--- config.mk ---
export PLATFORM = sky130hd
export DESIGN_NAME = led_frame_buffer
export DESIGN_NICKNAME = d
export VERILOG_FILES = /design/src/rtl/led_pkg.sv /design/src/rtl/frame_tick_gen.sv /design/src/rtl/led_frame_buffer.sv
export SDC_FILE = /design/constraint.sdc
export NUM_CORES = 1
export LEC_CHECK = 0
export BUFFER_PORTS_ARGS = -buffer_cell sky130_fd_sc_hd__buf_4
export CAP_MARGIN = 20
export CELL_PAD_IN_SITES_DETAIL_PLACEMENT = 1
export CELL_PAD_IN_SITES_GLOBAL_PLACEMENT = 1
export CORE_AREA = 2 2 109 111
export DETAILED_ROUTE_END_ITERATION = 6
export DIE_AREA = 0 0 111 113
export MAX_ROUTING_LAYER = met4
export PLACE_DENSITY = 0.65
export RECOVER_POWER = 50
export SKIP_CTS_REPAIR_TIMING = 1
export SYNTH_ARGS = -nofsm -noshare
export SYNTH_HDL_FRONTEND = slang
export SYNTH_SLANG_ARGS = --single-unit
--- constraint.sdc ---
create_clock -name clk12MHz -period 2.3 [get_ports clk12MHz]
set_input_delay 0.115 -clock clk12MHz [delete_from_list [all_inputs] [get_ports clk12MHz]]
set_output_delay 0.115 -clock clk12MHz [all_outputs]
set_load 0.02 [all_outputs]
--- src/rtl/led_pkg.sv ---
`default_nettype none
// ============================================================================
//  Module   : led_pkg
//  Purpose  : Shared constants, types and helpers for the LED frame buffer.
//             Geometry is 4 columns of 8 row bits plus a 3-bit brightness.
//  Revision : 1.0  initial release
// ============================================================================
package led_pkg;

  localparam int LED_COLS  = 4;
  localparam int LED_ROWS  = 8;
  localparam int LED_PWM_W = 3;

  // Column index, 0 selects leds1 ... 3 selects leds4
  typedef logic [1:0]          col_t;
  typedef logic [LED_ROWS-1:0] col_data_t;
  typedef logic [LED_PWM_W-1:0] pwm_t;

  // Commit handshake state
  typedef enum logic [1:0] {
    IDLE    = 2'd0,
    PENDING = 2'd1,
    SWAP    = 2'd2
  } state_t;

  // Bitwise masked merge: only bits with mask=1 take the new data
  function automatic col_data_t merge_bits(input col_data_t old_bits,
                                           input col_data_t new_bits,
                                           input col_data_t mask);
    return (old_bits & ~mask) | (new_bits & mask);
  endfunction

endpackage
`default_nettype wire

--- src/rtl/frame_tick_gen.sv ---
`default_nettype none
// ============================================================================
//  Module   : frame_tick_gen
//  Purpose  : Free-running modulo-FRAME_DIV counter producing a registered
//             one-cycle frame tick whenever the count sits at FRAME_DIV-1.
//  Ports    : clk12MHz   - system clock
//             rst_n      - asynchronous active-low reset
//             frame_tick - one-cycle pulse every FRAME_DIV cycles
//  Revision : 1.0  initial release
// ============================================================================
module frame_tick_gen #(
  parameter int FRAME_DIV = 48000
) (
  input  logic clk12MHz,
  input  logic rst_n,
  output logic frame_tick
);

  localparam int            CW     = (FRAME_DIV > 1) ? $clog2(FRAME_DIV) : 1;
  localparam logic [CW-1:0] c_last = CW'(FRAME_DIV - 1);

  logic [CW-1:0] cnt_q, cnt_d;
  logic          tick_q, tick_d;

  always_comb begin
    cnt_d  = (cnt_q == c_last) ? '0 : cnt_q + CW'(1);
    // Tick flop mirrors "count == last" so it stays aligned with the counter
    tick_d = (cnt_d == c_last);
  end

  always_ff @(posedge clk12MHz or negedge rst_n) begin
    if (!rst_n) begin
      cnt_q  <= '0;
      tick_q <= 1'b0;
    end else begin
      cnt_q  <= cnt_d;
      tick_q <= tick_d;
    end
  end

  assign frame_tick = tick_q;

endmodule
`default_nettype wire

--- src/rtl/led_frame_buffer.sv ---
`default_nettype none
// ============================================================================
//  Module   : led_frame_buffer
//  Purpose  : Double-buffered 4x8 LED frame store. Producers edit the back
//             buffer; a commit copies it to the front buffer on the next
//             frame tick so the display never shows a partial frame.
//  Ports    : clk12MHz, rst_n            - clock, async active-low reset
//             wr_valid/wr_ready          - write handshake
//             wr_col, wr_data, wr_mask   - masked column write
//             clear, commit              - back-buffer clear, swap request
//             pwm_in                     - brightness for the back buffer
//             commit_busy, frame_tick    - status
//             leds1..leds4, leds_pwm     - registered front buffer
//  Revision : 1.0  initial release
// ============================================================================
module led_frame_buffer
  import led_pkg::*;
#(
  parameter int FRAME_DIV = 48000
) (
  input  logic                 clk12MHz,
  input  logic                 rst_n,
  input  logic                 wr_valid,
  output logic                 wr_ready,
  input  logic [1:0]           wr_col,
  input  logic [LED_ROWS-1:0]  wr_data,
  input  logic [LED_ROWS-1:0]  wr_mask,
  input  logic                 clear,
  input  logic                 commit,
  input  logic [LED_PWM_W-1:0] pwm_in,
  output logic                 commit_busy,
  output logic                 frame_tick,
  output logic [LED_ROWS-1:0]  leds1,
  output logic [LED_ROWS-1:0]  leds2,
  output logic [LED_ROWS-1:0]  leds3,
  output logic [LED_ROWS-1:0]  leds4,
  output logic [LED_PWM_W-1:0] leds_pwm
);

  state_t state_q, state_d;

  logic [LED_COLS-1:0][LED_ROWS-1:0] back_q,  back_d;
  logic [LED_COLS-1:0][LED_ROWS-1:0] front_q, front_d;
  pwm_t                              back_pwm_q,  back_pwm_d;
  pwm_t                              front_pwm_q, front_pwm_d;

  logic w_swap_en;
  col_t w_col;

  frame_tick_gen #(
    .FRAME_DIV (FRAME_DIV)
  ) u_tick (
    .clk12MHz   (clk12MHz),
    .rst_n      (rst_n),
    .frame_tick (frame_tick)
  );

  assign w_col     = wr_col;
  assign w_swap_en = (state_q == PENDING) && frame_tick;

  // ---- FSM: state register ----
  always_ff @(posedge clk12MHz or negedge rst_n) begin
    if (!rst_n) begin
      state_q <= IDLE;
    end else begin
      state_q <= state_d;
    end
  end

  // ---- FSM: next state ----
  always_comb begin
    state_d = state_q;
    case (state_q)
      IDLE:    if (commit) state_d = PENDING;
      PENDING: if (frame_tick) state_d = SWAP;
      SWAP:    state_d = IDLE;
      default: state_d = IDLE;
    endcase
  end

  // ---- FSM: outputs (pure state decode, no input paths) ----
  always_comb begin
    wr_ready    = (state_q == IDLE);
    commit_busy = (state_q != IDLE);
  end

  // ---- Buffer datapath ----
  always_comb begin
    back_d      = back_q;
    back_pwm_d  = back_pwm_q;
    front_d     = front_q;
    front_pwm_d = front_pwm_q;

    if (state_q == IDLE) begin
      // Clear lands first so a same-cycle write survives on top of zeros
      if (clear) begin
        back_d = '0;
      end
      if (wr_valid) begin
        back_d[w_col] = merge_bits(back_d[w_col], wr_data, wr_mask);
      end
      back_pwm_d = pwm_in;
    end

    // Back buffer is left intact so later edits build on this frame
    if (w_swap_en) begin
      front_d     = back_q;
      front_pwm_d = back_pwm_q;
    end
  end

  always_ff @(posedge clk12MHz or negedge rst_n) begin
    if (!rst_n) begin
      back_q      <= '0;
      back_pwm_q  <= '0;
      front_q     <= '0;
      front_pwm_q <= '0;
    end else begin
      back_q      <= back_d;
      back_pwm_q  <= back_pwm_d;
      front_q     <= front_d;
      front_pwm_q <= front_pwm_d;
    end
  end

  assign leds1    = front_q[0];
  assign leds2    = front_q[1];
  assign leds3    = front_q[2];
  assign leds4    = front_q[3];
  assign leds_pwm = front_pwm_q;

endmodule
`default_nettype wire

Word-level counts from Yosys, hierarchy flattened
Cells that the tools add are included.
Operators by class
  add/sub/neg operators: 1
  order comparisons: 2
  eq/ne operators: 5
  muxes and demuxes: 12
  bitwise operators: 4
  reduce and logical (&&, ||, !) cells: 5
Operators by type and width (count)
  32-bit two-way mux: 3
  32-bit bitwise mux: 1
  16-bit equality test (second input constant): 2
  16-bit by 1-bit adder with 16-bit output (second input constant): 1
  8-bit AND: 2
  8-bit binary-select mux with 2-bit select: 1
  8-bit demux with 2-bit select: 1
  16-bit two-way mux: 1
  8-bit two-way mux: 2
  8-bit inverter: 1
  8-bit bitwise OR: 1
  2-bit two-way mux: 2
  2-bit by 1-bit inequality test with 1-bit output (second input constant): 2
  2-bit case mux with 2 select lines: 1
  2-bit by 3-bit less-than comparator with 1-bit output (second input constant): 1
  2-bit by 1-bit equality test with 1-bit output (second input constant): 1
  2-bit by 1-bit >= comparator with 1-bit output (second input constant): 1
  1-bit logical AND: 2
  2-bit logical NOT: 1
  2-bit AND reduction: 1
  2-bit nonzero test: 1
Word-level totals
  register bits after elaboration: 89
  input port bits: 26
  output and inout bits: 38

Logic depth before layout (Yosys ltp)
Gate-level depths: netlist of run 1.
  depth in word-level cells: 8
  gate-level depth with buffers: 7
  depth with buffers taken out: 6

Cells and area by module
From an unflattened synthesis of run 1, not the netlist that was laid out.
Second synthesis, totals
  cell total of the unflattened synthesis: 280
  area, all modules: 3921.3 um2
Modules (own cells, without submodules)
  led_frame_buffer: instances 1, cells an instance 197, area each 3044.2 um2
  frame_tick_gen: instances 1, cells an instance 83, area each 877.1 um2

Least setup slack after synthesis of run 1
Ideal clock, no wire load.
  kind: reg-to-reg
  start point: reg u_tick.cnt_q[0]
  end point: reg u_tick.tick_q, in the netlist u_tick.frame_tick
  setup time: 95 ps
  arrival time: 1671 ps
  data required time: 2205 ps
  path slack: 533 ps
  stages on the path, launching flop included: 7
  clock period less this slack: 1767 ps
  path through: dfrtp_1 > ha_1 > nand3_1 > nor4_1 > xor2_1 > nor3_1 > nor4bb_4
Between the ends
  longest elaborated chain between the ends: 3
  elaborated cells between the ends (all ways): 4
RTL lines
  start, declared: line frame_tick_gen.sv:22  | logic [CW-1:0] cnt_q, cnt_d;
  start signal, assigned: line frame_tick_gen.sv:36  | cnt_q <= cnt_d;
  16-bit by 1-bit adder with 16-bit output / 16-bit equality test (equally long branches): line frame_tick_gen.sv:26  | cnt_d = (cnt_q == c_last) ? '0 : cnt_q + CW'(1);
  16-bit two-way mux (*): line frame_tick_gen.sv:26
  named net u_tick.cnt_d[14]: line frame_tick_gen.sv:22
  16-bit equality test (*): line frame_tick_gen.sv:28  | tick_d = (cnt_d == c_last);
  named net u_tick.tick_d: line frame_tick_gen.sv:23  | logic tick_q, tick_d;
  end signal, assigned: line frame_tick_gen.sv:37  | tick_q <= tick_d;
  end, declared: line frame_tick_gen.sv:23
Mark *: on every way through the listed nets, which the timed path passes. The rest lies on a longest branch.
A chain may end at the register's enable or synchronous reset.

Final worst setup path of run 1
Same ends and word-level chain as after synthesis.

==> results of run 1 <==
## worst max-delay path, stage by stage, from the launching register on
cell	delay (ns)
dfrtp_1	0.42
ha_1	0.21
nand3_1	0.22
nor4_1	0.42
xor2_1	0.14
nor3_1	0.23
nor4bb_4	0.30
## synthesized netlist by cell type (all sizes together) (5+ instances only)
library cell	n	area, um^2
dfrtp	89	2230
nand2	145	544
buf	6	35.0
xnor2	5	43.8
inv	5	18.8
nor2	25	93.8
nand3	9	50.1
clkbuf	12	45.0
xor2	9	78.8
a22oi	8	60.1
o21ai	36	180
mux4	8	180
## layout make-up
cell class                 count  area (um^2)  area share
timing repair buffer          71          398      0.0854
tap                          143          179      0.0384
inverter                       6         22.5     0.00483
clock buffer                  11          253      0.0542
multi-input combinational    283         1550       0.333
sequential                    89         2230       0.478
clock inverter                 5         30.0     0.00644
## cells by family (layout without fill, tap and decap cells)
kind of cell,count (synthesis),in the layout,synth area share
compound gates,48,48,0.0716
mux,12,12,0.0577
xor+xnor,14,14,0.0316
flops,89,89,0.574
fa+ha+maj,1,1,0.00322
simple gates,208,208,0.236
buf+inv,24,93,0.0264
## per-layer routing
metal  track usage  share of wire  vias to the layer above
met1         0.235           0.46                     1509
met2         0.288           0.48                       58
met5             -              0                        -
met3        0.0391          0.043                       12
met4        0.0600          0.014                        0
li1              -              -                     1460
## worst paths after layout
| path | startpoint | to | slack [ns] | cells after the start |
|---|---|---|---|---|
| worst max-delay path | u_tick.cnt_q[0]$_DFF_PN0_ | u_tick.frame_tick$_DFF_PN0_ | 0.25 | 6 |
| worst min-delay path | pwm_in[0] | back_pwm_q[0]$_DFFE_PN0P_ | 0.001 | 2 |
| worst max register to register | u_tick.cnt_q[0]$_DFF_PN0_ | u_tick.frame_tick$_DFF_PN0_ | 0.25 | 6 |
| worst min register to register | state_q[1]$_DFFE_PN0P_ | state_q[0]$_DFFE_PN0P_ | 0.46 | 1 |
| max in group asynchronous | rst_n | back_q[26]$_DFFE_PN0P_ | 0.47 | 3 |
| min in group asynchronous | rst_n | u_tick.cnt_q[13]$_DFF_PN0_ | 0.50 | 2 |
## sequential cells by signal (all words and copies together) (netlist names)
signal / count
back_q: 32
leds1: 8
back_pwm_q: 3
u_tick.frame_tick: 1
leds4: 8
state_q: 2
leds3: 8
leds_pwm: 3
u_tick.cnt_q: 16
leds2: 8
## per-stage QoR
| step | total power (uW) | utilization |
|---|---|---|
| floorplan | 1670 | - |
| global placement | 1760 | 0.401 |
| detailed placement | 1760 | 0.401 |
| CTS | 3180 | 0.426 |
| global route | 3250 | 0.413 |
| finish | 3140 | 0.413 |
## power by group
part | internal (uW) | total (uW) | switching (uW) | leakage (uW)
registers | 1580 | 1600 | 13.7 | 0.00122
logic | 55.2 | 130 | 74.4 | 0.000901
clock network | 786 | 1410 | 624 | 0.000137
==> qor.csv, run 1 <==
metric,value,unit
status,"finished, final reports clean",
die height,113,um
Fillers,1319,
fmax,488,MHz
DIE AREA,12500,um^2
Startpoint Class,flop,
Final Critical Period,2.05,ns
P per Cell Area,673,nW/um^2
CTS tree,done,
number of synthesized register bits,89,
port buffer count,63,
Post-synth EDFFs,0,
Core Rows,39,
final hold violations,0,
Placed Instances,591,
Relative slew margins,0.299,
"commonest non-fill, non-tap cell in the layout",nand2_1,
Fin Hold WS,0.00115,ns
"wirelength, routed",10300,um
worst endpoint required time,2.55,ns
layout cells sized above 1,0.142,
Slew @ Worst Pin,1.05,ns
worst vdd ir,0.000307,V
pre-CTS setup slack,0.262,ns
ANT cells,0,
final setup fails,0,
vias in the first global route,3380,
largest net degree at the start of global routing,51,
Initial Util,0.344,
Worst EP arrival,2.29,ns
CP Capture Type,flop,
DRT iter0 DRCs,154,
chip width,111,um
Yosys cell types,38,
Mean Syn Cell Area,9.80,um^2
"Clk Latency, worst-skew pair",0.34,ns
Max Cap Viol,0,
clock tree buffer depth,2,
CTS Sinks,89,
CTS root buf,clkbuf_16,
Via-to-Cell Ratio,5.00,
Hold WC Path Type,input pin to flop,
fin. max-slew vios,0,
first-pass GRT wire length,17400,um
GRT Resource Usage Total,0.182,
most frequent cells in the layout,"nand2_1 (145), dfrtp_1 (89), clkbuf_1 (36)",
clk_skew,0.00682,ns
final instance area,4660,um^2
largest fanout on the critical path,6,
drt pass-1 iters,4,
Leak,0.00225,uW
Synthesized Nets,423,
drt drc,0,
CTS clock-pin slew for the worst setup and hold paths,0.07,ns
vias,3039,
cell area after synthesis,3880,um^2
# IOs,64,
Async SR Flop Fraction,1.00,
unrepaired setup endpoints after global routing,no,
CORE AREA,11300,um^2
Placed Instance Area,4520,um^2
Layout Cells excl Fill,608,
final-stage net count,487,
Routed Antenna Nets,0,
Yosys Warn Count,0,
dpl hpwl,7180,um
Final WS setup,0.253,ns
Mapped Cells,396,
initial antenna violation count,0,
total gr overflow,0,
CTS H-tree lvls,3,
setup TNS,0,ns
ys flop type,dfrtp_1,
part of the cycle the worst path needs,0.890,
CTS Buf Count,9,
post-synthesis sequential area ratio,0.574,
critical path type,flop to flop,
Layout area overhead,20.1,%
Final Wtd Congestion,0.823,
routed length per instance,16.9,um
(Power assumes the default switching activity.)
==> inputs of run 2 (changes only) <==
--- a/config.mk
+++ b/config.mk
@@ -14,7 +14,7 @@
 export DIE_AREA = 0 0 111 113
 export MAX_ROUTING_LAYER = met4
 export PLACE_DENSITY = 0.65
-export RECOVER_POWER = 50
+export RECOVER_POWER = 100
 export SKIP_CTS_REPAIR_TIMING = 1
 export SYNTH_ARGS = -nofsm -noshare
 export SYNTH_HDL_FRONTEND = slang
==> qor.csv, run 2 (synthesis gave the netlist of run 1 again) <==
metric,value,unit,change
routed length per instance,16.9,um,about the same
vias in the first global route,3380,,unchanged
DRT iter0 DRCs,142,,was 154
most frequent cells in the layout,"nand2_1 (145), dfrtp_1 (89), clkbuf_1 (42)",,"was nand2_1 (145), dfrtp_1 (89), clkbuf_1 (36)"
final setup fails,0,,unchanged
Relative slew margins,0.300,,was 0.299
drt drc,0,,unchanged
CTS tree,done,,unchanged
unrepaired setup endpoints after global routing,no,,unchanged
Multi-input gate area,1550,um^2,about the same
"commonest non-fill, non-tap cell in the layout",nand2_1,,unchanged
largest net degree at the start of global routing,51,,unchanged
GRT Resource Usage Total,0.182,,unchanged
Slew @ Worst Pin,1.05,ns,about the same
clock tree buffer depth,2,,unchanged
register area,2230,um^2,unchanged
Final Critical Period,2.05,ns,about the same
Sw Ratio,0.227,,about the same
CTS Sinks,89,,unchanged
fin. max-slew vios,0,,unchanged
drt pass-1 iters,4,,unchanged
Routed Antenna Nets,0,,unchanged
final-stage net count,487,,unchanged
initial antenna violation count,0,,unchanged
CP Capture Type,flop,,unchanged
path depth of the worst reg2reg path,6,,unchanged
worst vdd ir,0.000306,V,was 0.000307 V
Layout area overhead,19.3,%,was 20.1%
Placed Instances,591,,unchanged
Max stage delay on crit path,0.42,ns,about the same
worst setup path end,u_tick.frame_tick$_DFF_PN0_,,unchanged
port buffer count,63,,unchanged
final hold violations,0,,unchanged
part of the cycle the worst path needs,0.890,,about the same
stages on the worst setup path,6,,unchanged
kind of cell adding the most delay to the critical path,simple AND/OR/NAND/NOR gates,,unchanged
NetSw,711,uW,was 712 uW
first-pass GRT wire length,17400,um,unchanged
CTS clock-pin slew for the worst setup and hold paths,0.07,ns,about the same
Via-to-Cell Ratio,4.99,,was 5.00
CORE AREA,11300,um^2,unchanged
"wirelength, routed",10300,um,about the same
Max Cap Viol,0,,unchanged
total gr overflow,0,,unchanged
die height,113,um,unchanged
CTS H-tree lvls,3,,unchanged
Fin Hold WS,0.00166,ns,was 0.00115 ns
crit path from,u_tick.cnt_q[0]$_DFF_PN0_,,unchanged
Worst EP arrival,2.29,ns,about the same
"Clk Latency, worst-skew pair",0.34,ns,about the same
Comb pwr share,0.041,,about the same
Leak,0.00223,uW,was 0.00225 uW
CTS Buf Count,9,,unchanged
Worst R2R End,u_tick.frame_tick$_DFF_PN0_,,unchanged
dpl hpwl,7180,um,unchanged
Fillers,1323,,"was 1,319"
Reg with most FFs,back_q,,unchanged
DIE AREA,12500,um^2,unchanged
# IOs,64,,unchanged
R2R setup slack,0.25,ns,about the same
critical path type,flop to flop,,unchanged
Hold WC Path Type,input pin to flop,,unchanged
vias,3033,,"was 3,039"
number of flip-flops in the largest register,32,,unchanged
worst endpoint required time,2.55,ns,about the same
power share of the clock group,0.450,,about the same
"Cell Chain, Critical Path",ha_1 -> nand3_1 -> nor4_1 -> xor2_1 -> nor3_1 -> nor4bb_4,,unchanged
sequential power share,0.509,,about the same
CTS root buf,clkbuf_16,,unchanged
Reg-to-Reg Start,u_tick.cnt_q[0]$_DFF_PN0_,,unchanged
crit path buf inv count,0,,unchanged
layout cells sized above 1,0.127,,was 0.142
Startpoint Class,flop,,unchanged
Internal,2420,uW,unchanged
Initial Util,0.344,,unchanged
P per Cell Area,677,nW/um^2,was 673 nW/um^2
status,"finished, final reports clean",,unchanged
top flop regs,"back_q x32, u_tick.cnt_q x16",,unchanged
Core Rows,39,,unchanged
chip width,111,um,unchanged
Final Wtd Congestion,0.823,,unchanged
largest fanout on the critical path,6,,unchanged
CP max stage cell,dfrtp_1,,unchanged
fmax,488,MHz,about the same
ANT cells,0,,unchanged
Pwr Total,3140,uW,about the same
clk_skew,0.00686,ns,was 0.00682 ns
Layout Cells excl Fill,608,,unchanged
setup TNS,0,ns,unchanged
run 2: final cells by class:
| cell class | instances | share of cell area |
|---|---|---|
| Inverter | 6 | 0.00486 |
| Clock buffer | 11 | 0.0546 |
| Timing Repair Buffer | 71 | 0.0805 |
| Tap cell | 143 | 0.0386 |
| Multi-Input combinational cell | 283 | 0.334 |
| Clock inverter | 5 | 0.00649 |
| Sequential cell | 89 | 0.481 |
run 2: layer usage:
layer,GRT usage,up-vias,part of all wire
met5,-,-,0
met4,0.0600,0,0.014
met3,0.0391,12,0.044
met2,0.288,60,0.48
met1,0.235,1503,0.46
li1,-,1458,-
run 2: stage by stage:
step,setup slack (ns),util,area (um^2)
after floorplan,0.533,-,3880
after global placement,0.416,0.401,4520
after detailed placement,0.262,0.401,4520
after CTS,0.222,0.426,4800
after global routing,0.00239,0.411,4630
final,0.252,0.411,4630
run 2: worst min path at each step:
| stage | from | end | cells after the start | slack [ns] |
|---|---|---|---|---|
| 2_1_floorplan | rst_n | back_pwm_q[0]$_DFFE_PN0P_ | 0 | -0.18 |
| 3_3_place_gp | rst_n | leds1[7]$_DFFE_PN0P_ | 1 | 0.14 |
| 3_5_place_dp | rst_n | leds1[7]$_DFFE_PN0P_ | 1 | 0.15 |
| 4_1_cts | rst_n | state_q[1]$_DFFE_PN0P_ | 1 | -0.22 |
| 5_1_grt | pwm_in[0] | back_pwm_q[0]$_DFFE_PN0P_ | 2 | 0.006 |
| 6_report | pwm_in[0] | back_pwm_q[0]$_DFFE_PN0P_ | 2 | 0.002 |
run 2: worst register-to-register path: cells and delay by family (launching register included):
| kind | cells | cell delay [ns] |
|---|---|---|
| AND/OR/NAND/NOR | 4 | 1.17 |
| flip-flops | 1 | 0.42 |
| adder cells (fa/ha/maj) | 1 | 0.22 |
| XOR/XNOR | 1 | 0.14 |
run 2: power groups by stage:
stage / clock [uW] / sequential (uW) / combinational [uW]
after floorplan: 0 / 1620 / 49.1
after global placement: 0 / 1630 / 133
after detailed placement: 0 / 1630 / 136
after CTS: 1450 / 1600 / 137
after global routing: 1500 / 1600 / 147
final: 1410 / 1600 / 129
==> inputs of run 3 (changes only) <==
--- a/config.mk
+++ b/config.mk
@@ -13,7 +13,7 @@
 export DETAILED_ROUTE_END_ITERATION = 6
 export DIE_AREA = 0 0 111 113
 export MAX_ROUTING_LAYER = met4
-export PLACE_DENSITY = 0.65
+export PLACE_DENSITY = 0.68
 export RECOVER_POWER = 100
 export SKIP_CTS_REPAIR_TIMING = 1
 export SYNTH_ARGS = -nofsm -noshare
==> constraint.sdc (replaced) <==
create_clock -name clk12MHz -period 1.7 [get_ports clk12MHz]
set_input_delay 0.085 -clock clk12MHz [delete_from_list [all_inputs] [get_ports clk12MHz]]
set_output_delay 0.085 -clock clk12MHz [all_outputs]
set_load 0.02 [all_outputs]
==> qor.csv, run 3 (synthesis gave the netlist of run 1 again) <==
metric,value,unit,change
vias,3175,,"was 3,033"
"commonest non-fill, non-tap cell in the layout",nand2_1,,unchanged
routed length per instance,17.0,um,was 16.9 um
CP Capture Type,flop,,unchanged
Startpoint Class,flop,,unchanged
largest net degree at the start of global routing,39,,was 51
drt pass-1 iters,4,,unchanged
pre-CTS setup slack,-0.0847,ns,was 0.262 ns
final hold violations,1,,was 0
unrepaired setup endpoints after global routing,yes,,was no
dpl hpwl,7620,um,was 7180 um
final-stage net count,509,,was 487
initial antenna violation count,0,,unchanged
Final Wtd Congestion,0.777,,was 0.823
CTS clock-pin slew for the worst setup and hold paths,0.06,ns,was 0.07 ns
DRT iter0 DRCs,105,,was 142
Final Critical Period,1.75,ns,was 2.05 ns
worst endpoint required time,1.94,ns,was 2.55 ns
top flop regs,"back_q x32, u_tick.cnt_q x16",,unchanged
number of flip-flops in the largest register,32,,unchanged
R2R setup slack,-0.05,ns,was 0.25 ns
drt drc,0,,unchanged
first-pass GRT wire length,17400,um,about the same
wire length on met2,5460,um,was 4940 um
die height,113,um,unchanged
met3 WL,434,um,was 453 um
Relative slew margins,0.406,,was 0.300
CTS tree,done,,unchanged
vias in the first global route,3387,,"was 3,380"
port buffer count,63,,unchanged
setup TNS,-0.0483,ns,was 0 ns
Initial Util,0.344,,unchanged
status,finished with violations,,"was finished, final reports clean"
Layout area overhead,30.2,%,was 19.3%
CTS H-tree lvls,3,,unchanged
Via-to-Cell Ratio,5.05,,was 4.99
CTS Sinks,89,,unchanged
fmax,572,MHz,was 488 MHz
CTS root buf,clkbuf_16,,unchanged
part of the cycle the worst path needs,1.03,,was 0.890
Worst EP arrival,1.99,ns,was 2.29 ns
critical path type,flop to flop,,unchanged
fin. max-slew vios,0,,unchanged
"Clk Latency, worst-skew pair",0.34,ns,about the same
# IOs,64,,unchanged
Core Rows,39,,unchanged
final setup fails,1,,was 0
Final WS setup,-0.0483,ns,was 0.252 ns
clk_skew,0.00726,ns,was 0.00686 ns
ANT cells,0,,unchanged
Hold WC Path Type,input pin to flop,,unchanged
layout cells sized above 1,0.265,,was 0.127
hold path depth,3,,was 2
total gr overflow,0,,unchanged
Slew @ Worst Pin,0.892,ns,was 1.05 ns
Max Cap Viol,0,,unchanged
"wirelength, routed",10700,um,"was 10,300 um"
final instance area,5050,um^2,was 4630 um^2
Routed Antenna Nets,0,,unchanged
DIE AREA,12500,um^2,unchanged
Layout Cells excl Fill,629,,was 608
Fin Hold WS,-0.00184,ns,was 0.00166 ns
Reg with most FFs,back_q,,unchanged
largest fanout on the critical path,4,,was 6
CORE AREA,11300,um^2,unchanged
worst vdd ir,0.000414,V,was 0.000306 V
uppermost layer routed,met4,,unchanged
chip width,111,um,unchanged
Placed Instance Area,4660,um^2,was 4520 um^2
wire length on met1,4690,um,was 4750 um
CTS Buf Count,9,,unchanged
Leak,0.00254,uW,was 0.00223 uW
Placed Instances,608,,was 591
most frequent cells in the layout,"nand2_1 (145), buf_4 (86), dfrtp_1 (85)",,"was nand2_1 (145), dfrtp_1 (89), clkbuf_1 (42)"
violated checks,"hold timing, setup timing",,
GRT Resource Usage Total,0.181,,was 0.182
path depth of the worst reg2reg path,5,,was 6
clock tree buffer depth,2,,unchanged
P per Cell Area,859,nW/um^2,was 677 nW/um^2
## run 3: changes by cell type in the layout (fill, tap and decap cells not counted), sizes merged
cell,previous run,this run
buf,25,86
clkbuf,56,16
clkinv,4,1
dlygate4sd3,1,4
bufinv,0,1
clkinvlp,2,1
## run 3: metal layers
metal	global-route usage	vias up
met5	-	-
met1	0.222	1621
met4	0.0542	0
met2	0.299	56
li1	-	1490
met3	0.0418	8
## run 3: metrics by stage
| stage | power (uW) | hold slack (ns) | utilization |
|---|---|---|---|
| after floorplan | 2260 | -0.211 | - |
| after global placement | 2380 | 0.0833 | 0.413 |
| after detailed placement | 2390 | 0.0943 | 0.413 |
| after CTS | 4410 | -0.271 | 0.440 |
| after global routing | 4490 | 0.00317 | 0.448 |
| final | 4340 | -0.00184 | 0.448 |
## run 3: cell type report
class	count	area, um^2
Multi-Input combinational cell	283	1620
Clock buffer	13	260
Inverter	6	22.5
Fill cell	1281	6220
Clock inverter	2	37.5
Timing Repair Buffer	93	701
Tap cell	143	179
Sequential cell	89	2230
## run 3: critical path: stages (launching register included)
cell and delay [ns]:
dfrtp_1 0.43, nand4_1 0.22, nor4_2 0.36, xnor2_1 0.14
nor3_1 0.21, nor4bb_4 0.30
## run 3: path summary, 6_finish.rpt
path,from,end
min in group asynchronous,rst_n,back_q[5]$_DFFE_PN0P_
max in group asynchronous,rst_n,back_q[24]$_DFFE_PN0P_
min,commit,state_q[0]$_DFFE_PN0P_
max,u_tick.cnt_q[10]$_DFF_PN0_,u_tick.frame_tick$_DFF_PN0_
max reg2reg,u_tick.cnt_q[10]$_DFF_PN0_,u_tick.frame_tick$_DFF_PN0_
min reg2reg,state_q[1]$_DFFE_PN0P_,state_q[0]$_DFFE_PN0P_
## run 3: where the power goes
part           total [uW]  switching [uW]  internal (uW)
Clock                2000             783           1210
Sequential           2160            18.1           2140
Combinational         184             103           80.8
